`src/rtl/pulse_burst_gen.sv`:
```
// Burst pulse generator: emits N one-cycle pulses separated by a programmable low gap,
// then a one-cycle done strobe. All outputs come straight from flops.
module pulse_burst_gen #(
  parameter int CNT_W = 4,
  parameter int PER_W = 26
) (
  input  logic             clk,
  input  logic             resetn,
  input  logic             start,
  input  logic [CNT_W-1:0] count,
  input  logic [PER_W-1:0] period,
  input  logic             abort,
  output logic             pulse_out,
  output logic             busy,
  output logic             done,
  output logic [CNT_W-1:0] remaining
);

  typedef enum logic [1:0] {
    IDLE   = 2'd0,
    PULSE  = 2'd1,
    GAP    = 2'd2,
    FINISH = 2'd3
  } state_t;

  localparam logic [CNT_W-1:0] CNT_ONE = {{(CNT_W-1){1'b0}}, 1'b1};
  localparam logic [PER_W-1:0] PER_ONE = {{(PER_W-1){1'b0}}, 1'b1};

  state_t           state_q, state_d;
  logic [CNT_W-1:0] rem_q, rem_d;
  logic [PER_W-1:0] per_q, per_d;
  logic [PER_W-1:0] gap_q, gap_d;
  logic             pulse_q, pulse_d;
  logic             busy_q, busy_d;
  logic             done_q, done_d;

  // A zero gap would collapse two pulses into one wide pulse, so it is stretched to one cycle.
  function automatic logic [PER_W-1:0] clamp_period(input logic [PER_W-1:0] p);
    return (p == '0) ? PER_ONE : p;
  endfunction

  always_comb begin
    state_d = state_q;
    rem_d   = rem_q;
    per_d   = per_q;
    gap_d   = gap_q;

    case (state_q)
      IDLE: begin
        if (start && !abort) begin
          if (count != '0) begin
            state_d = PULSE;
            rem_d   = count - CNT_ONE;
            per_d   = clamp_period(period);
          end else begin
            state_d = FINISH;
            rem_d   = '0;
          end
        end
      end
      PULSE: begin
        if (rem_q != '0) begin
          state_d = GAP;
          gap_d   = per_q;
        end else begin
          state_d = FINISH;
        end
      end
      GAP: begin
        gap_d = gap_q - PER_ONE;
        if (gap_q == PER_ONE) begin
          state_d = PULSE;
          rem_d   = rem_q - CNT_ONE;
        end
      end
      FINISH: begin
        state_d = IDLE;
      end
      default: begin
        state_d = IDLE;
      end
    endcase

    // Abort overrides everything; a pulse already on the line completes its cycle.
    if (abort && (state_q != IDLE)) begin
      state_d = IDLE;
      rem_d   = '0;
      gap_d   = '0;
    end

    pulse_d = (state_d == PULSE);
    busy_d  = (state_d == PULSE) || (state_d == GAP);
    done_d  = (state_d == FINISH);
  end

  always_ff @(posedge clk or negedge resetn) begin
    if (!resetn) begin
      state_q <= IDLE;
      rem_q   <= '0;
      per_q   <= '0;
      gap_q   <= '0;
      pulse_q <= 1'b0;
      busy_q  <= 1'b0;
      done_q  <= 1'b0;
    end else begin
      state_q <= state_d;
      rem_q   <= rem_d;
      per_q   <= per_d;
      gap_q   <= gap_d;
      pulse_q <= pulse_d;
      busy_q  <= busy_d;
      done_q  <= done_d;
    end
  end

  assign pulse_out = pulse_q;
  assign busy      = busy_q;
  assign done      = done_q;
  assign remaining = rem_q;

endmodule

```
`config.mk`:
```
export PLATFORM = sky130hd
export DESIGN_NAME = pulse_burst_gen
export DESIGN_NICKNAME = d
export VERILOG_FILES = /design/src/rtl/pulse_burst_gen.sv
export SDC_FILE = /design/constraint.sdc
export NUM_CORES = 1
export LEC_CHECK = 0
export BUFFER_PORTS_ARGS = -buffer_cell sky130_fd_sc_hd__buf_2
export CAP_MARGIN = 0
export CORE_MARGIN = 3
export CORE_UTILIZATION = 30
export CTS_BUF_LIST = sky130_fd_sc_hd__clkbuf_4
export DETAILED_ROUTE_END_ITERATION = 8
export SLEW_MARGIN = 20
export SYNTH_ARGS = -nofsm -noshare
export SYNTH_HDL_FRONTEND = slang
export SYNTH_SLANG_ARGS = --single-unit
```
`constraint.sdc`:
```
create_clock -name clk -period 4.3 [get_ports clk]
set_input_delay 0.43 -clock clk [delete_from_list [all_inputs] [get_ports clk]]
set_output_delay 0.43 -clock clk [all_outputs]
set_load 0.005 [all_outputs]
```
=== Word-level counts from Yosys, hierarchy flattened ===
Index checks and enable logic that the tools add are counted.

* Reductions and logical operators: 14
* Eq/ne operators: 10
* Mux-type cells: 15
* $add $sub $neg: 3

{| class="wikitable"
|+ Operators with widths
! operator !! count
|-
| $mux 26 || 3
|-
| $pmux 26 s2 || 1
|-
| $eq 26x1->1 const B || 1
|-
| $logic_not 26->1 || 1
|-
| $sub 26x1->26 const B || 1
|-
| $mux 4 || 4
|-
| $ne 3x3->1 const B || 3
|-
| $eq 2x2->1 const B || 4
|-
| $mux 2 || 4
|-
| $pmux 2 s4 || 1
|-
| $pmux 4 s2 || 1
|-
| $reduce_bool 4->1 || 2
|-
| $sub 4x1->4 const B || 2
|-
| $reduce_and 3->1 || 2
|-
| $reduce_bool 3->1 || 2
|-
| $eq 2x1->1 const B || 2
|-
| $logic_and 1x1->1 || 2
|-
| $logic_not 2->1 || 1
|-
| $reduce_and 2->1 || 1
|-
| $reduce_bool 2->1 || 1
|-
| $logic_not 1->1 || 1
|-
| $logic_or 1x1->1 || 1
|-
| $mux 1 || 1
|}

* Input bits: 34
* Output and inout bits: 7
* Register bits after elaboration: 61

=== Longest topological paths before layout ===
* Word-level depth: 7
* Mapped depth: 9

=== Worst setup path before layout ===
Ideal clock, no wire load.

* Kind: flip-flop to flip-flop
* From: register gap_q[5]
* To: register busy_q (netlist: busy)
* Period minus slack after synthesis: 2.091 ns
* Slack: 2.209 ns
* Library setup time: 0.063 ns
* Path buffers: 1
* Data arrival time: 2.028 ns
* Stages on the path, launching flop included: 9
* Data required time: 4.237 ns
* Path through: dfrtp_1 -> buf_6 -> nor4_4 -> nand2_1 -> or4_1 -> nand2_1 -> a21o_1 -> ha_1 -> inv_1

* Word-level cells in the longest chain between the ends: 6

{| class="wikitable"
|+ RTL lines
! what !! line !! RTL
|-
| start: declaration || 32 || <nowiki>logic [PER_W-1:0] gap_q, gap_d;</nowiki>
|-
| start signal: assignment || 109 || <nowiki>gap_q <= gap_d;</nowiki>
|-
| $eq 26x1->1 (*) || 71 || <nowiki>if (gap_q == PER_ONE) begin</nowiki>
|-
| $mux 2 (*) || 71 ||
|-
| $pmux 2 s4 (*) || 48 || <nowiki>case (state_q)</nowiki>
|-
| $mux 2 (*) || 85 || <nowiki>if (abort && (state_q != IDLE)) begin</nowiki>
|-
| $eq 2x1->1 or $eq 2x2->1 (tied branches) || 92 || <nowiki>busy_d = (state_d == PULSE) || (state_d == GAP);</nowiki>
|-
| $logic_or 1x1->1 (*) || 92 ||
|-
| named net busy_d || 34 || <nowiki>logic busy_q, busy_d;</nowiki>
|-
| end signal: assignment || 111 || <nowiki>busy_q <= busy_d;</nowiki>
|-
| end: declaration || 34 ||
|}

Mark *: on every way through the listed nets, which the timed path passes. The rest lies on a longest branch.
A chain may end at the register's enable or synchronous reset.

=== Worst setup path in the final report ===
* From: register rem_q[0] (netlist: remaining[0])
* To: register gap_q[11]

* Word-level cells in the longest chain between the ends: 3

{| class="wikitable"
|+ RTL lines
! what !! line !! RTL
|-
| start: declaration || 30 || <nowiki>logic [CNT_W-1:0] rem_q, rem_d;</nowiki>
|-
| start signal: assignment || 107 || <nowiki>rem_q <= rem_d;</nowiki>
|-
| $reduce_bool 4->1 || 62 || <nowiki>if (rem_q != '0) begin</nowiki>
|-
| $ne 3x3->1 (no source line) || -- ||
|-
| $reduce_and 2->1 (no source line) || -- ||
|}

No other way between the ends.

==> summary.md <==
| Metric | Value |
|---|---|
| H-Tree Depth | 3 |
| Starting Density | 31.6% |
| Clk Latency, worst-skew pair | 0.41 ns |
| Crit. End Element | register |
| Post-Synth XOR/XNOR Area | 0% |
| I/O Buffers | 40 |
| Die height | 114 µm |
| Row count | 38 |
| Max-cap viol count | 0 |
| Final #Nets | 457 |
| Setup TNS Final | 0 ns |
| Initial antenna violation count | 0 |
| Worst Path Arrival | 2.88 ns |
| IO Pins | 41 |
| Total of fill cells in the finished design | 1167 |
| Layout area overhead | 13.4% |
| Largest net degree at the start of global routing | 59 |
| Final Critical Period | 2.63 ns |
| Most used DFF post-synth | dfrtp_1 |
| Cells after Synth | 377 |
| Worst Path Max Fanout | 14 |
| Total wire length after detailed routing | 9390 µm |
| Worst path required time | 4.55 ns |
| Vias | 3096 |
| Worst VDD drop | 0.000221 V |
| Mapped Area | 3530 µm² |
| Vias per cell | 5.53 |
| Final RePlAce weighted congestion | 0.827 |
| RSZ-0062 raised after global routing | no |
| Crit path kind | register to register |
| Num CTS Buffers | 9 |
| Syn nets | 418 |
| Clock slew at reported path FFs | 0.11 ns |
| CTS root buf | clkbuf_4 |
| DPL Wire Length | 6730 µm |
| Post-CTS sizing | 0 |
| Commonest non-fill, non-tap cells in the layout | dfrtp_1 (61), o21ai_0 (40), buf_2 (40) |
| EDFF count, synth | 0 |
| CTS max path bufs | 2 |
| Syn. warnings | 0 |
| Most common cell after layout, fill and taps aside | dfrtp_1 |
| 1st-iter DRT viols | 221 |
| Mux share of post-synthesis cell area | 10.3% |
| Count of final setup violators | 0 |
| Average wire per standard cell | 16.8 µm |
| CTS Sinks | 61 |
| Leak | 1.74 nW |
| Hold buffers post-CTS | 1 |
| Global route overflow | 0 |
| Post-synthesis compound-gate area fraction | 18.3% |
| Drc violations | 0 |
| All-Layer GR Usage | 15.2% |
| DR pass1 iterations | 4 |
| FMAX | 381 MHz |
| Antenna viol nets, final | 0 |
| PD cells | 590 nW/µm² |
| Chip Width | 114 µm |
| Startpoint types | register |
| FF+latch count, synth | 61 |
| Simple-gate share of the synthesized area | 22.3% |
| Sequential share of the synthesized area | 43.3% |
| Layout cells sized above 1 | 22.4% |
| Synth Area per Inst | 9.36 µm² |
| Core area | 11200 µm² |
| Post-Synth Adder-Cell Area | 2.48% |
| Clock skew | 0.0176 ns |
| Asr flop ratio synth | 100% |
| Worst Tran Pin Value | 0.936 ns |
| Number of global-route vias before repair | 3128 |
| Hold WC Path Type | input pin to register |
| Status | completed |
| First-pass GRT wire length | 15900 µm |
| Hold slack | 0.258 ns |
| Final Hold Viols | 0 |
| Final period utilization | 61.1% |
| Post-synth cell types | 52 |
| CTS tree | done |
| Max_slew headroom | 37.4% |
| Post-CTS Setup Inserts | 0 |
| Fin. max-slew vios | 0 |
| Largest family of logic cells by synthesized area | simple AND/OR/NAND/NOR gates |
| Ant. Diodes | 0 |
| Total die area | 13100 µm² |
## worst paths after layout
path | start | to | slack (ns) | cells after the start
max | remaining[0] | gap_q[11] | 1.67 | 6
min | period[9] | per_q[9] | 0.26 | 2
max reg2reg | remaining[0] | gap_q[11] | 1.67 | 6
min reg2reg | per_q[18] | per_q[18] | 0.51 | 1
max in group asynchronous | resetn | per_q[1] | 3.01 | 3
min in group asynchronous | resetn | pulse_out | 0.34 | 2
## final cells by class
cell class	instances	area (µm²)	area share, %
Clock inverter	6	55.1	1.38
Inverter	10	37.5	0.938
Sequential cell	61	1530	38.1
Multi-Input combinational cell	287	1890	47.1
Clock buffer	9	67.6	1.69
Timing Repair Buffer	47	255	6.38
Tap cell	140	175	4.38
## cell usage after synthesis, types with 3 or more instances
library cell | instances | area, µm²
a21o_1 | 3 | 22.5
a22oi_1 | 9 | 67.6
a21oi_1 | 19 | 95.1
mux2i_1 | 7 | 70.1
nor3b_1 | 4 | 30.0
o21ai_1 | 4 | 20.0
nand4_1 | 3 | 18.8
nand3_1 | 4 | 20.0
and2_1 | 3 | 18.8
ha_1 | 7 | 87.6
nor4_1 | 14 | 87.6
nand2_1 | 23 | 86.3
nor3_1 | 18 | 90.1
nor2b_1 | 8 | 50.1
nand2b_1 | 4 | 25.0
mux2_2 | 26 | 293
o2bb2ai_1 | 4 | 35.0
a32oi_1 | 3 | 26.3
dfrtp_1 | 61 | 1530
clkbuf_1 | 16 | 60.1
o21ai_0 | 40 | 200
nor2_1 | 37 | 139
and3_1 | 4 | 25.0
or4_1 | 4 | 30.0
inv_1 | 10 | 37.5
a31oi_1 | 5 | 31.3
or3_1 | 4 | 25.0
## report_power, final
part           leakage (nW)  switching, W  internal [W]  total, W
Combinational         0.910      0.000552      0.000414  0.000966
Sequential            0.766      0.000239      0.000773   0.00101
Clock                0.0683      0.000215      0.000169  0.000384
Total                  1.74       0.00101       0.00136   0.00236
## logic make-up after synthesis
kind of cell,count (synthesis)
AND/OR/NAND/NOR,143
multiplexers,33
adder cells (fa/ha/maj),7
flip-flops,61
AO/OA/AOI/OAI,104
buffers and inverters,29
## layer usage
layer / GRT usage, % / share of wire, %
met1: 21.7 / 48
met2: 23.6 / 45
met3: 2.96 / 6.2
met4: 3.88 / 0.71
met5: 0 / 0
## flip-flops by register name (all words and copies together) (netlist names)
signal,flops
busy,1
done,1
gap_q,26
per_q,26
pulse_out,1
remaining,4
state_q,2
## worst max-delay path: stages (launching register included)
cell and delay, ns:
dfrtp_1 0.44, inv_1 0.09, ha_1 0.16, nor3b_1 0.52, nor3_1 0.28, nor2_1 0.77, o21ai_0 0.22
## stage by stage
step           utilization [%]  std cells  area (µm²)  worst slack (ns)  power [W]
5_1_grt                   35.8        560        4000              1.31    0.00256
6_report                  35.8        560        4000              1.67    0.00236
4_1_cts                   35.8        560        4000              1.63    0.00238
3_5_place_dp              34.6        544        3870              1.61    0.00199
2_1_floorplan                -        377        3530              2.21    0.00169
3_3_place_gp              34.6        544        3870              1.68    0.00197
No activity file was read; power rests on OpenSTA's default activity.
